**src/rtl/spi_peripheral_if.sv**
```systemverilog
// SPI bus bundle between a master driver and a peripheral endpoint.
// Port names keep the SPI_* naming used on the link itself.
interface spi_peripheral_if;
  logic SPI_CLK;
  logic SPI_MOSI;
  logic SPI_EN;
  logic SPI_MISO;

  modport master (
    output SPI_CLK,
    output SPI_MOSI,
    output SPI_EN,
    input  SPI_MISO
  );

  modport slave (
    input  SPI_CLK,
    input  SPI_MOSI,
    input  SPI_EN,
    output SPI_MISO
  );
endinterface

```
**src/rtl/spi_peripheral.sv**
```systemverilog
// SPI peripheral endpoint. Oversamples SPI_CLK/SPI_MOSI/SPI_EN on clk,
// deserialises MOSI MSB-first into data_out and serialises a buffered
// transmit byte onto MISO. Multiple bytes per select window are supported.
// CPOL/CPHA must match the master's mode.
module spi_peripheral #(
  parameter bit CPOL = 1'b0,
  parameter bit CPHA = 1'b0
) (
  input  logic            clk,
  input  logic            rst,
  spi_peripheral_if.slave spi,
  input  logic [7:0]      data_in,
  input  logic            tx_load,
  output logic            tx_ready,
  output logic [7:0]      data_out,
  output logic            rx_valid,
  output logic            tx_underrun,
  output logic            busy
);

  localparam logic [0:0] ST_IDLE   = 1'b0;
  localparam logic [0:0] ST_ACTIVE = 1'b1;

  // Synchroniser bit positions: {EN, MOSI, CLK}
  localparam int SYNC_CLK  = 0;
  localparam int SYNC_MOSI = 1;
  localparam int SYNC_EN   = 2;

  // Pin synchronisers and edge history
  logic [2:0] sync1_reg;
  logic [2:0] sync2_reg;
  logic       sclk_prev_reg;
  logic       en_prev_reg;

  // Protocol state
  logic [0:0] state_reg,     state_next;
  logic [2:0] bit_cnt_reg,   bit_cnt_next;
  logic       byte_done_reg, byte_done_next;
  logic [7:0] rx_shift_reg,  rx_shift_next;
  logic [7:0] data_out_reg,  data_out_next;
  logic       rx_valid_reg,  rx_valid_next;

  // Transmit path
  logic [7:0] tx_shift_reg,   tx_shift_next;
  logic [7:0] tx_buf_reg,     tx_buf_next;
  logic       tx_pending_reg, tx_pending_next;
  logic       underrun_reg,   underrun_next;

  // Requests from the protocol FSM to the transmit path
  logic reload_req;
  logic shift_req;

  // Decoded edges of the synchronised pins
  logic sclk_sync;
  logic mosi_sync;
  logic en_sync;
  logic sclk_rise;
  logic sclk_fall;
  logic lead_edge;
  logic trail_edge;
  logic sample_edge;
  logic shift_edge;
  logic en_rise;

  assign sclk_sync = sync2_reg[SYNC_CLK];
  assign mosi_sync = sync2_reg[SYNC_MOSI];
  assign en_sync   = sync2_reg[SYNC_EN];

  assign sclk_rise = sclk_sync & ~sclk_prev_reg;
  assign sclk_fall = ~sclk_sync & sclk_prev_reg;

  // Leading edge leaves the idle level, trailing edge returns to it
  assign lead_edge  = CPOL ? sclk_fall : sclk_rise;
  assign trail_edge = CPOL ? sclk_rise : sclk_fall;

  // CPHA picks which edge samples MOSI; the other one advances MISO
  assign sample_edge = CPHA ? trail_edge : lead_edge;
  assign shift_edge  = CPHA ? lead_edge : trail_edge;

  assign en_rise = en_sync & ~en_prev_reg;

  // Two-flop synchronisers plus the previous-value register used for edges
  always_ff @(posedge clk) begin
    if (rst) begin
      sync1_reg     <= 3'b000;
      sync2_reg     <= 3'b000;
      sclk_prev_reg <= 1'b0;
      en_prev_reg   <= 1'b0;
    end else begin
      sync1_reg     <= {spi.SPI_EN, spi.SPI_MOSI, spi.SPI_CLK};
      sync2_reg     <= sync1_reg;
      sclk_prev_reg <= sclk_sync;
      en_prev_reg   <= en_sync;
    end
  end

  // Protocol FSM: select handling, MOSI deserialisation, shift/reload requests
  always_comb begin
    state_next     = state_reg;
    bit_cnt_next   = bit_cnt_reg;
    byte_done_next = byte_done_reg;
    rx_shift_next  = rx_shift_reg;
    data_out_next  = data_out_reg;
    rx_valid_next  = 1'b0;
    reload_req     = 1'b0;
    shift_req      = 1'b0;

    case (state_reg)
      ST_IDLE: begin
        // Clock edges are ignored here and in the select cycle itself
        if (en_rise) begin
          reload_req     = 1'b1;
          bit_cnt_next   = 3'd0;
          byte_done_next = 1'b0;
          state_next     = ST_ACTIVE;
        end
      end

      ST_ACTIVE: begin
        if (!en_sync) begin
          // Deselect drops any partial byte silently
          state_next     = ST_IDLE;
          bit_cnt_next   = 3'd0;
          byte_done_next = 1'b0;
          rx_shift_next  = 8'h00;
        end else if (sample_edge) begin
          rx_shift_next = {rx_shift_reg[6:0], mosi_sync};
          bit_cnt_next  = bit_cnt_reg + 3'd1;
          if (bit_cnt_reg == 3'd7) begin
            data_out_next  = {rx_shift_reg[6:0], mosi_sync};
            rx_valid_next  = 1'b1;
            byte_done_next = 1'b1;
          end
        end else if (shift_edge) begin
          if (bit_cnt_reg != 3'd0) begin
            shift_req = 1'b1;
          end else if (byte_done_reg) begin
            // First shift edge after a completed byte starts the next one
            reload_req     = 1'b1;
            byte_done_next = 1'b0;
          end
        end
      end

      default: begin
        state_next = ST_IDLE;
      end
    endcase
  end

  // Transmit path: TX buffer, reload into the shifter, MISO shifting
  always_comb begin
    tx_shift_next   = tx_shift_reg;
    tx_buf_next     = tx_buf_reg;
    tx_pending_next = tx_pending_reg;
    underrun_next   = 1'b0;

    if (reload_req) begin
      if (tx_pending_reg) begin
        tx_shift_next   = tx_buf_reg;
        tx_pending_next = 1'b0;
      end else begin
        tx_shift_next = 8'h00;
        underrun_next = 1'b1;
      end
    end else if (shift_req) begin
      tx_shift_next = {tx_shift_reg[6:0], 1'b0};
    end

    // A load in the same cycle as a reload lands after the reload sampled
    // the buffer, so it serves the following reload instead.
    if (tx_load && !tx_pending_reg) begin
      tx_buf_next     = data_in;
      tx_pending_next = 1'b1;
    end
  end

  // State and datapath registers
  always_ff @(posedge clk) begin
    if (rst) begin
      state_reg      <= ST_IDLE;
      bit_cnt_reg    <= 3'd0;
      byte_done_reg  <= 1'b0;
      rx_shift_reg   <= 8'h00;
      data_out_reg   <= 8'h00;
      rx_valid_reg   <= 1'b0;
      tx_shift_reg   <= 8'h00;
      tx_buf_reg     <= 8'h00;
      tx_pending_reg <= 1'b0;
      underrun_reg   <= 1'b0;
    end else begin
      state_reg      <= state_next;
      bit_cnt_reg    <= bit_cnt_next;
      byte_done_reg  <= byte_done_next;
      rx_shift_reg   <= rx_shift_next;
      data_out_reg   <= data_out_next;
      rx_valid_reg   <= rx_valid_next;
      tx_shift_reg   <= tx_shift_next;
      tx_buf_reg     <= tx_buf_next;
      tx_pending_reg <= tx_pending_next;
      underrun_reg   <= underrun_next;
    end
  end

  assign busy         = (state_reg == ST_ACTIVE);
  assign tx_ready     = ~tx_pending_reg;
  assign data_out     = data_out_reg;
  assign rx_valid     = rx_valid_reg;
  assign tx_underrun  = underrun_reg;
  assign spi.SPI_MISO = busy & tx_shift_reg[7];

endmodule

```
**src/flat_wrapper.sv**
```systemverilog
// flat-port wrapper written by rule: the top's interface ports become plain ports
module spi_peripheral_flat 
#(
  parameter bit CPOL = 1'b0,
  parameter bit CPHA = 1'b0
)
  (clk, rst, data_in, tx_load, tx_ready, data_out, rx_valid, tx_underrun, busy, spi_SPI_CLK, spi_SPI_MOSI, spi_SPI_EN, spi_SPI_MISO);
  spi_peripheral_if spi_i ();
  input  logic clk;
  input  logic rst;
  input  logic [7:0] data_in;
  input  logic tx_load;
  output logic tx_ready;
  output logic [7:0] data_out;
  output logic rx_valid;
  output logic tx_underrun;
  output logic busy;
  input wire logic [$bits(spi_i.SPI_CLK)-1:0] spi_SPI_CLK;
  input wire logic [$bits(spi_i.SPI_MOSI)-1:0] spi_SPI_MOSI;
  input wire logic [$bits(spi_i.SPI_EN)-1:0] spi_SPI_EN;
  output wire logic [$bits(spi_i.SPI_MISO)-1:0] spi_SPI_MISO;
  assign spi_i.SPI_CLK = spi_SPI_CLK;
  assign spi_i.SPI_MOSI = spi_SPI_MOSI;
  assign spi_i.SPI_EN = spi_SPI_EN;
  assign spi_SPI_MISO = spi_i.SPI_MISO;
  spi_peripheral #(.CPOL(CPOL), .CPHA(CPHA)) u_core (.clk(clk), .rst(rst), .spi(spi_i), .data_in(data_in), .tx_load(tx_load), .tx_ready(tx_ready), .data_out(data_out), .rx_valid(rx_valid), .tx_underrun(tx_underrun), .busy(busy));
endmodule
```
**config.mk**
```make
export PLATFORM = sky130hd
export DESIGN_NAME = spi_peripheral_flat
export DESIGN_NICKNAME = d
export VERILOG_FILES = /design/src/rtl/spi_peripheral_if.sv /design/src/rtl/spi_peripheral.sv /design/src/flat_wrapper.sv
export SDC_FILE = /design/constraint.sdc
export NUM_CORES = 1
export LEC_CHECK = 0
export ABC_AREA = 1
export BUFFER_PORTS_ARGS = -buffer_cell sky130_fd_sc_hd__clkbuf_2
export CAP_MARGIN = 15
export CORE_ASPECT_RATIO = 1.4
export CORE_MARGIN = 5
export CORE_UTILIZATION = 50
export DETAILED_ROUTE_END_ITERATION = 16
export PLACE_DENSITY_LB_ADDON = 0.25
export SETUP_SLACK_MARGIN = 0.2
export SYNTH_ARGS = -nofsm -noshare
export SYNTH_HDL_FRONTEND = slang
export SYNTH_SLANG_ARGS = --single-unit
```
**constraint.sdc**
```tcl
create_clock -name clk -period 1.7 [get_ports clk]
set_clock_uncertainty 0.2 [all_clocks]
set_input_delay 0.34 -clock clk [delete_from_list [all_inputs] [get_ports clk]]
set_output_delay 0.34 -clock clk [all_outputs]
set_load 0.02 [all_outputs]
```
==> results by group, run 1 <==
Run status
  • Status: finished, final reports clean

Critical path
  • Worst r2r dst: u_core.tx_shift_reg[3]
  • Cell mode on critical path: nor2_1
  • R2r startpoint: u_core.bit_cnt_reg[0]
  • CP arrival: 1550 ps
  • Setup crit end kind: flop
  • Critical Path End: u_core.tx_shift_reg[3]
  • Critical Path Max Stage Delay: 370 ps
  • Critical Path Start: u_core.bit_cnt_reg[0]
  • CP Launch Type: flop
  • Reg2reg setup slack: roughly 140 ps
  • Worst path cell trace: inv_1 > ha_4 > a21oi_2 > nand2_4 > nand3_4 > nor2_1 > nor2_1 > nor2_1
  • Reg2Reg Depth: 8
  • CP Class: reg2reg
  • WP data required: 1690 ps
  • Slowest CP cell: dfxtp_2
  • CP Max Fanout: 7

Drt
  • Vias: 1,656
  • Drt pass-1 iters: 4
  • DRC Markers: 0
  • Iter 0 DRT Violations: 68
  • Avg WL per Cell: 11.3 um
  • Via density: ~4.7
  • Post-Route WL: 3940 um
  • Routed Antenna Nets: 0

Yosys
  • Cell Area, Synth: 1910 um^2
  • Synth Warn #: 0
  • Largest family of logic cells by synthesized area: simple AND/OR/NAND/NOR gates
  • Synth Instances: roughly 260
  • Synth Area in Compound Gates: 7.28%
  • Synth unique cells: 21
  • Synth Area in Adders: under 10%
  • Synth Area in XOR/XNOR: 0%
  • Post-synthesis mux area share: 0%
  • Area share of and/or/nand/nor cells after synthesis: 31.5%
  • Mapped Nets: 280
  • Seq/Total Area, Yosys: a little under 50%
  • Synthesis-stage register bit count: 47
  • Syn_area_per_cell: between 7 and 8 um^2

STA
  • Final setup fails: 0
  • RSZ-0062 raised after global routing: true
  • Worst-Margin Slew: 271 ps
  • Slew margin rel.: 81.9%
  • Final Max Tran Viols: 0
  • Final hold vios: 0
  • Fin crit share: between 90 and 100%
  • Hold WS: 25.0 ps
  • Post-Route Setup TNS: 0 ps
  • Tmin final: 1560 ps
  • Max Freq: 643 MHz

Placement
  • RePlAce Congestion: between 0.8 and 0.9
  • Post-DP HPWL: 2640 um
  • Placed cell areas: 2140 um^2
  • Port bufs: 26

Clocking
  • Clock transition at the registers of the reported paths: 80 ps
  • Clock buffer depth: 2
  • H-tree depth: 2
  • Clock Latency Late Sink: 300 ps
  • Clock Sinks: 47
  • Inserted Clock Buffers: 5
  • CTS tree: yes
  • Hold_buf cts: 0
  • CTS Root Cell: clkbuf_8

Pwr
  • VDD IR max: 0.000730 V
  • Switch share: a little under a quarter
  • Clk pwr share: 34.9%
  • Comb power frac: under 10%
  • Flop pwr share: approximately 57%
  • Sw power: 0.000468 W
  • Power per standard cell area: a little over 800 nW/um^2
  • Leak: 1.19 nW
  • Internal power: 0.00152 W

Floorplan
  • Die width: 62.2 um
  • CORE AREA: 3680 um^2
  • IO Pins: 27
  • Starting Density: 51.9%
  • Die area: roughly 5200 um^2
  • Die height: 83.1 um
  • Rows: 26

Final layout
  • Most frequent cells in the layout: 63 x nand2_1, 40 x nor2_1, 40 x dfxtp_1
  • Layout cell share with drive strength beyond 1: 30.9%
  • Ant. Diodes: 0
  • Area grow syn2layout: 29.0%
  • Commonest non-fill, non-tap cell in the layout: nand2_1
  • Multi-input gate area: 952 um^2
  • Design area: 2460 um^2
  • Fillers: 344
  • Post-layout nets: between 300 and 400
  • Post-layout util: 67.0%
  • Register area: 952 um^2

Hold path
  • Hold crit path type: in2reg

Global route
  • Wire length of the first global-routing pass: about 6600 um
  • Total track usage: 15.4%
  • Total grt overflow: 0
  • Initial antenna violation count: 0
  • Number of global-route vias before repair: 1,532
  • Pin count of the biggest net entering global routing: 18

Job
  • Max-cap violations: 0
-- what timing repair did --
item	CTS	global route
resized for setup	18	27
gates cloned	1	0
pin swaps	12	6
endpoints found under the setup margin	18	28
setup buffers	4	6
-- metrics by stage --
| step | instances | power [W] | worst slack, ps |
|---|---|---|---|
| floorplan | 261 | 0.00126 | 191 |
| global placement | 330 | 0.00130 | 116 |
| detailed placement | 330 | 0.00130 | 34.1 |
| CTS | 343 | 0.00200 | 158 |
| global route | 349 | 0.00209 | 49.3 |
| finish | 349 | 0.00199 | 145 |
-- Yosys cell counts --
cell type	instances	area [um^2]
nor2_2	1	6.26
nor2_4	2	22.5
nand3_1	15	75.1
a21oi_2	1	8.76
nand2_4	2	22.5
o21ai_0	11	55.1
nor3_2	1	10.0
ha_1	5	62.6
a21oi_1	15	75.1
nand2_1	70	263
nand4_1	3	18.8
buf_2	2	10.0
inv_1	33	124
inv_2	1	3.75
nor3_1	1	5.00
clkinv_1	2	7.51
nor2_1	41	154
clkbuf_1	3	11.3
dfxtp_1	47	941
nand2_2	4	25.0
buf_4	1	7.51
-- worst min path at each step --
stage	from	to	cells after the start
2_1_floorplan	u_core.sync1_reg[0]	u_core.sync2_reg[0]	2
3_3_place_gp	u_core.sync1_reg[0]	u_core.sync2_reg[0]	2
3_5_place_dp	u_core.sync1_reg[2]	u_core.sync2_reg[2]	2
4_1_cts	spi_SPI_EN	u_core.sync1_reg[2]	3
5_1_grt	spi_SPI_CLK	u_core.sync1_reg[0]	3
6_report	spi_SPI_EN	u_core.sync1_reg[2]	3
-- power by group through the flow --
stage	Sequential [W]	Combinational [W]	Clock, W
floorplan	0.00117	0.0000876	0
global placement	0.00117	0.000131	0
detailed placement	0.00117	0.000133	0
CTS	0.00115	0.000142	0.000712
global route	0.00115	0.000170	0.000767
finish	0.00114	0.000150	0.000695
-- cell type report --
class | instances | area share (%)
clock inverters | 1 | 0.356
flip-flops and latches | 47 | 38.7
well taps | 42 | 2.14
clock buffers | 7 | 3.51
inverters | 36 | 5.90
multi-input cells | 173 | 38.7
repair buffers | 43 | 10.7
-- metal layers --
metal,vias to the layer above,track usage [%],share of wire [%]
met5,-,0,0
met4,0,8.68,2.9
met3,10,4.86,3.9
met2,31,26.7,52
met1,725,16.1,41
li1,890,-,-
-- logic make-up (layout without fill, tap and decap cells) --
group | after synthesis | in the layout
adders and majority gates | 5 | 5
AOI/OAI and AO/OA | 27 | 27
DFF | 47 | 47
and+or+nand+nor | 140 | 141
buffers and inverters | 42 | 87
-- worst max-delay path, delay by kind of cell (launching register included) --
kind | cells | cell delay, ps
buffers and inverters | 1 | 80
AND/OR/NAND/NOR | 5 | 440
AO/OA/AOI/OAI | 1 | 190
flip-flops | 1 | 370
adder cells (fa/ha/maj) | 1 | 180
Note: power is estimated with default switching activity, not from simulation.
==> run 2, diff against run 1 <==
==> constraint.sdc (replaced) <==
create_clock -name clk -period 1.3 [get_ports clk]
set_clock_uncertainty 0.2 [all_clocks]
set_input_delay 0.26 -clock clk [delete_from_list [all_inputs] [get_ports clk]]
set_output_delay 0.26 -clock clk [all_outputs]
set_load 0.02 [all_outputs]
==> results by group, run 2 (synthesized netlist as in run 1, its figures left out) <==
Critical path
  • CP arrival: 1540 ps (was 1550 ps)
  • Reg2Reg Depth: 9 (was 8)
  • Reg2reg setup slack: -220 ps (was 140 ps)
  • Worst path cell trace: inv_1 > ha_2 > a21oi_2 > nand2_4 > buf_6 > nand4_1 > nand3_1 > nand2_1 > inv_1 (was inv_1 > ha_4 > a21oi_2 > nand2_4 > nand3_4 > nor2_1 > nor2_1 > nor2_1)
  • Delay-heaviest family, CP: flip-flops (was simple AND/OR/NAND/NOR gates)
  • CP Class: reg2reg (unchanged)
  • Cell mode on critical path: inv_1 (was nor2_1)
  • Setup crit end kind: flop (unchanged)
  • Worst Path Buf+Inv: 3 (was 1)
  • Slowest CP cell: dfxtp_2 (unchanged)
  • Worst r2r dst: u_core.tx_shift_reg[1] (was u_core.tx_shift_reg[3])
  • R2r startpoint: u_core.bit_cnt_reg[1] (was u_core.bit_cnt_reg[0])
  • CP Depth: 9 (was 8)
  • CP Launch Type: flop (unchanged)
  • CP Max Fanout: 4 (was 7)
  • WP data required: 1320 ps (was 1690 ps)
  • Critical Path Max Stage Delay: 340 ps (was 370 ps)

Drt
  • Iter 0 DRT Violations: 63 (was 68)
  • Via density: 5.02 (was 4.74)
  • Drt pass-1 iters: 4 (unchanged)
  • Post-Route WL: 4760 um (was 3940 um)
  • DR WL met2: 2580 um (was 2070 um)
  • Vias: 1,839 (was 1,656)
  • Routed Antenna Nets: 0 (unchanged)
  • Wire length on met3: 207 um (was 155 um)
  • Top sig layer: met4 (unchanged)
  • Metal-1 WL: 1870 um (was 1600 um)
  • DRC Markers: 0 (unchanged)
  • Avg WL per Cell: 13.0 um (was 11.3 um)

Final layout
  • Commonest non-fill, non-tap cell in the layout: nand2_1 (unchanged)
  • Ant. Diodes: 0 (unchanged)
  • Area grow syn2layout: 55.1% (was 29.0%)
  • Post-layout nets: 342 (was 325)
  • Design area: 2960 um^2 (was 2460 um^2)
  • Layout cell share with drive strength beyond 1: 42.3% (was 30.9%)
  • Most frequent cells in the layout: 60 x nand2_1, 30 x nor2_1, 30 x dfxtp_1 (was 63 x nand2_1, 40 x nor2_1, 40 x dfxtp_1)
  • Finished Layout Cells: 366 (was 349)

Placement
  • Port bufs: 26 (unchanged)
  • RePlAce Congestion: 0.781 (was 0.831)
  • # placed instances: 341 (was 330)
  • Post-DP HPWL: 2700 um (was 2640 um)
  • Placed cell areas: 2280 um^2 (was 2140 um^2)

Floorplan
  • CORE AREA: 3680 um^2 (unchanged)
  • Die area: 5170 um^2 (unchanged)
  • IO Pins: 27 (unchanged)
  • Die height: 83.1 um (unchanged)
  • Rows: 26 (unchanged)
  • Starting Density: 51.9% (unchanged)
  • Die width: 62.2 um (unchanged)

Run status
  • Status: complete, but fails checks (was finished, final reports clean)
  • Failing checks: negative hold slack, negative setup slack

Global route
  • Total grt overflow: 0 (unchanged)
  • Initial antenna violation count: 0 (unchanged)
  • Number of global-route vias before repair: 1,809 (was 1,532)
  • Pin count of the biggest net entering global routing: 29 (was 18)
  • Wire length of the first global-routing pass: 7760 um (was 6560 um)
  • Total track usage: 18.0% (was 15.4%)

Pwr
  • VDD IR max: 0.00103 V (was 0.000730 V)
  • Power, Total: 0.00296 W (was 0.00199 W)
  • Power per standard cell area: 999 nW/um^2 (was 808 nW/um^2)
  • Leak: 1.38 nW (was 1.19 nW)

Hold path
  • Hold Crit Start: data_in[2] (was spi_SPI_EN)
  • WHS Endpoint: u_core.tx_buf_reg[2] (was u_core.sync1_reg[2])
  • Hold path depth: 3 (unchanged)
  • Hold crit path type: in2reg (unchanged)

STA
  • Hold WS: -12.3 ps (was 25.0 ps)
  • Slew margin rel.: 83.0% (was 81.9%)
  • Worst-Margin Slew: 253 ps (was 271 ps)
  • Min setup slack post-route: -218 ps (was 145 ps)
  • Max Freq: 659 MHz (was 643 MHz)
  • Fin crit share: 117% (was 91.5%)
  • RSZ-0062 raised after global routing: true (unchanged)
  • Final hold vios: 1 (was 0)
  • Tmin final: 1520 ps (was 1560 ps)
  • Final setup fails: 32 (was 0)
  • Final Max Tran Viols: 0 (unchanged)

Clocking
  • CTS Root Cell: clkbuf_8 (unchanged)
  • CTS tree: yes (unchanged)
  • Clock buffer depth: 2 (unchanged)
  • Clock Latency Late Sink: 310 ps (was 300 ps)
  • Inserted Clock Buffers: 5 (unchanged)
  • H-tree depth: 2 (unchanged)
  • Clock transition at the registers of the reported paths: 100 ps (was 80 ps)
  • Clock Sinks: 47 (unchanged)

Job
  • Max-cap violations: 0 (unchanged)
[run 2: report_power, final]
| part | switching [W] | internal, W | total, W |
|---|---|---|---|
| registers | 0.0000351 | 0.00148 | 0.00151 |
| clock network | 0.000535 | 0.000583 | 0.00112 |
| logic | 0.000180 | 0.000147 | 0.000327 |
| total | 0.000750 | 0.00221 | 0.00296 |
[run 2: per-stage QoR]
stage / TNS [ps] / hold slack (ps) / setup WS (ps) / util (%)
6_report: -5100 / -12.3 / -218 / 80.5
5_1_grt: -7840 / -7.15 / -350 / 80.5
4_1_cts: -5220 / 1.21 / -201 / 75.1
3_5_place_dp: -4880 / 194 / -228 / 62.1
3_3_place_gp: -4190 / 184 / -199 / 62.1
2_1_floorplan: -1500 / 167 / -164 / -
[run 2: area by class of cell]
class	count	area (um^2)
timing repair buffer	59	584
clock inverter	3	47.5
tap	42	52.6
fill	212	716
sequential	47	967
inverter	36	154
multi-input combinational	174	1090
clock buffer	5	68.8
[run 2: how the worst max path moves through the flow]
stage	slack, ps	startpoint	to
after floorplan	-160	u_core.sclk_prev_reg	u_core.tx_shift_reg[6]
final	-220	u_core.bit_cnt_reg[1]	u_core.tx_shift_reg[1]
after CTS	-200	u_core.sclk_prev_reg	u_core.data_out[6]
after global routing	-350	u_core.sclk_prev_reg	u_core.tx_shift_reg[6]
after detailed placement	-230	u_core.sclk_prev_reg	u_core.tx_shift_reg[6]
after global placement	-200	u_core.sclk_prev_reg	u_core.tx_shift_reg[6]
[run 2: worst min-delay path: cells and delay by family]
| kind | cells | cell delay [ps] |
|---|---|---|
| AND/OR/NAND/NOR | 1 | 70 |
| buffers and inverters | 1 | 90 |
| AO/OA/AOI/OAI | 1 | 50 |
[run 2: repair_timing]
action                                 in CTS  in global routing
cloned                                      2                  0
hold buffers                                9                  0
pin swaps                                   7                 24
endpoints found under the hold margin       9                  0
resized for setup                          64                 70
setup endpoints to repair                  52                 52
setup buffers                               5                  1
[run 2: routing by layer]
layer | up-vias | GRT usage [%]
li1 | 931 | -
met5 | - | 0
met4 | 0 | 8.09
met1 | 855 | 19.3
met2 | 40 | 32.2
met3 | 13 | 4.59
==> run 3, diff against run 2 <==
--- a/config.mk
+++ b/config.mk
@@ -9,7 +9,7 @@
 export BUFFER_PORTS_ARGS = -buffer_cell sky130_fd_sc_hd__clkbuf_2
 export CAP_MARGIN = 15
 export CORE_ASPECT_RATIO = 1.4
-export CORE_MARGIN = 5
+export CORE_MARGIN = 1.5
 export CORE_UTILIZATION = 50
 export DETAILED_ROUTE_END_ITERATION = 16
 export PLACE_DENSITY_LB_ADDON = 0.25
==> results by group, run 3 (synthesized netlist as in run 1, its figures left out) <==
Drt
  • Iter 0 DRT Violations: 77 (was 63)
  • DRC Markers: 0 (unchanged)
  • Via density: 4.94 (was 5.02)
  • Routed Antenna Nets: 0 (unchanged)
  • Avg WL per Cell: 12.3 um (was 13.0 um)
  • Vias: 1,807 (was 1,839)
  • Drt pass-1 iters: 5 (was 4)
  • Post-Route WL: 4490 um (was 4760 um)

Critical path
  • Worst r2r dst: u_core.data_out[4] (was u_core.tx_shift_reg[1])
  • WP data required: 1350 ps (was 1320 ps)
  • Critical Path Max Stage Delay: 330 ps (was 340 ps)
  • Slowest CP cell: dfxtp_2 (unchanged)
  • Reg2reg setup slack: -240 ps (was -220 ps)
  • Reg2Reg Depth: 9 (unchanged)
  • Setup crit end kind: flop (unchanged)
  • CP arrival: 1590 ps (was 1540 ps)
  • CP Launch Type: flop (unchanged)
  • R2r startpoint: u_core.sclk_prev_reg (was u_core.bit_cnt_reg[1])
  • CP Max Fanout: 8 (was 4)
  • Worst path cell trace: inv_2 > ha_4 > inv_4 > buf_12 > nor2_4 > nand2_4 > nor2_4 > nand2_1 > nand2_1 (was inv_1 > ha_2 > a21oi_2 > nand2_4 > buf_6 > nand4_1 > nand3_1 > nand2_1 > inv_1)
  • CP Class: reg2reg (unchanged)

Run status
  • Failing checks: negative setup slack (was negative hold slack, negative setup slack)
  • Status: complete, but fails checks (unchanged)

Placement
  • Post-DP HPWL: 2590 um (was 2700 um)
  • RePlAce Congestion: 0.849 (was 0.781)
  • Port bufs: 26 (unchanged)
  • Post-place setup slack: -241 ps (was -228 ps)
  • Placed cell areas: 2270 um^2 (was 2280 um^2)

Clocking
  • Inserted Clock Buffers: 5 (unchanged)
  • Clock Latency Late Sink: 300 ps (was 310 ps)
  • CTS tree: yes (unchanged)
  • Clock Sinks: 47 (unchanged)
  • CTS Root Cell: clkbuf_8 (unchanged)
  • Clock buffer depth: 2 (unchanged)
  • H-tree depth: 2 (unchanged)
  • Clock transition at the registers of the reported paths: 90 ps (was 100 ps)

Pwr
  • Internal power: 0.00198 W (was 0.00221 W)
  • Power, Total: 0.00265 W (was 0.00296 W)
  • Sw power: 0.000669 W (was 0.000750 W)
  • Clk pwr share: 32.7% (was 37.8%)
  • VDD IR max: 0.000889 V (was 0.00103 V)
  • Comb power frac: 10.7% (was 11.0%)
  • Switch share: 25.3% (was 25.4%)
  • Leak: 1.37 nW (was 1.38 nW)
  • Power per standard cell area: 908 nW/um^2 (was 999 nW/um^2)
  • Flop pwr share: 56.7% (was 51.1%)

Global route
  • Wire length of the first global-routing pass: 7180 um (was 7760 um)
  • Number of global-route vias before repair: 1,760 (was 1,809)
  • Initial antenna violation count: 0 (unchanged)
  • Total grt overflow: 0 (unchanged)
  • Total track usage: 21.1% (was 18.0%)
  • Pin count of the biggest net entering global routing: 29 (unchanged)

STA
  • Min setup slack post-route: -244 ps (was -218 ps)
  • Max Freq: 648 MHz (was 659 MHz)
  • Fin crit share: 119% (was 117%)
  • RSZ-0062 raised after global routing: true (unchanged)
  • Final setup fails: 32 (unchanged)
  • Hold WS: 2.27 ps (was -12.3 ps)
  • Final hold vios: 0 (was 1)
  • Tmin final: 1540 ps (was 1520 ps)
  • Worst-Margin Slew: 284 ps (was 253 ps)
  • Final Max Tran Viols: 0 (unchanged)
  • Slew margin rel.: 80.9% (was 83.0%)

Floorplan
  • Die width: 55.2 um (was 62.2 um)
  • IO Pins: 27 (unchanged)
  • CORE AREA: 3640 um^2 (was 3680 um^2)
  • Die height: 76.1 um (was 83.1 um)
  • Rows: 26 (unchanged)
  • Starting Density: 52.4% (was 51.9%)
  • Die area: 4200 um^2 (was 5170 um^2)

Final layout
  • Most frequent cells in the layout: 57 x nand2_1, 33 x nor2_1, 30 x dfxtp_1 (was 60 x nand2_1, 30 x nor2_1, 30 x dfxtp_1)
  • Design area: 2920 um^2 (was 2960 um^2)
  • Post-layout nets: 342 (unchanged)
  • Register area: 967 um^2 (unchanged)
  • Post-layout util: 80.1% (was 80.5%)
  • Layout cell share with drive strength beyond 1: 44.1% (was 42.3%)
  • Commonest non-fill, non-tap cell in the layout: nand2_1 (unchanged)
  • Multi-input gate area: 1070 um^2 (was 1090 um^2)
  • Area grow syn2layout: 52.9% (was 55.1%)
  • Ant. Diodes: 0 (unchanged)
  • Fillers: 233 (was 212)

Hold path
  • Hold path depth: 3 (unchanged)
  • WHS Endpoint: u_core.tx_buf_reg[4] (was u_core.tx_buf_reg[2])
  • Hold crit path type: in2reg (unchanged)
  • Hold Crit Start: data_in[4] (was data_in[2])

Job
  • Max-cap violations: 0 (unchanged)
==> run 3: cell types whose count changed in the layout (fill, tap and decap cells not counted), moves of 3 or more <==
cell,before,now
nand2_1,60,57
nor2_2,2,5
nand2_4,12,9
nand3_1,13,8
nand3_2,1,6
o21ai_0,2,7
nor2_1,30,33
nand2_2,5,9
dlygate4sd3_1,9,5
nor2_4,12,6
o21ai_2,5,1
buf_4,12,19
buf_6,11,7
==> run 3: layout make-up <==
class,count,share of cell area [%]
clock buffers,6,2.49
flip-flops and latches,47,33.1
well taps,42,1.80
clock inverters,2,0.429
multi-input cells,173,36.7
repair buffers,60,20.3
inverters,36,5.10
==> run 3: stage by stage <==
stage | instances | setup TNS, ps
floorplan | 261 | -1500
global placement | 338 | -4100
detailed placement | 338 | -4810
CTS | 361 | -4790
global route | 366 | -7840
finish | 366 | -5210
==> run 3: worst max path at each step <==
stage                         startpoint                     end  slack (ps)
floorplan           u_core.sclk_prev_reg  u_core.tx_shift_reg[6]        -160
global placement    u_core.sclk_prev_reg  u_core.tx_shift_reg[2]        -210
detailed placement  u_core.sclk_prev_reg  u_core.tx_shift_reg[6]        -240
CTS                 u_core.sclk_prev_reg      u_core.data_out[6]        -190
global route        u_core.sclk_prev_reg      u_core.data_out[4]        -320
finish              u_core.sclk_prev_reg      u_core.data_out[4]        -240
==> run 3: critical path, delay by kind of cell (launching register included) <==
kind,cells,cell delay [ps]
and+or+nand+nor,5,620
DFF,1,330
buffers and inverters,3,210
adders and majority gates,1,120
==> run 3: power by group through the flow <==
stage	logic [W]	clock network [W]	registers, W
finish	0.000282	0.000865	0.00150
CTS	0.000247	0.000883	0.00150
global route	0.000312	0.000938	0.00151
floorplan	0.000121	0	0.00153
detailed placement	0.000195	0	0.00153
global placement	0.000191	0	0.00153
==> run 3: layer usage <==
| layer | vias up | global-route usage [%] | wire length (um) | part of all wire (%) |
|---|---|---|---|---|
| met2 | 45 | 39.2 | 2480 | 55 |
| met4 | 0 | 9.27 | 103 | 2.3 |
| met5 | - | 0 | 0 | 0 |
| met1 | 822 | 22.0 | 1730 | 39 |
| met3 | 10 | 4.75 | 170 | 3.8 |
| li1 | 930 | - | - | - |
==> run 3: timing repair <==
| item | CTS | global route |
|---|---|---|
| setup buffers | 9 | 5 |
| hold endpoints to repair | 5 | 0 |
| pin swaps | 10 | 12 |
| hold buffers | 5 | 0 |
| cloned | 1 | 0 |
| setup endpoints to repair | 47 | 52 |
| resized for setup | 72 | 48 |
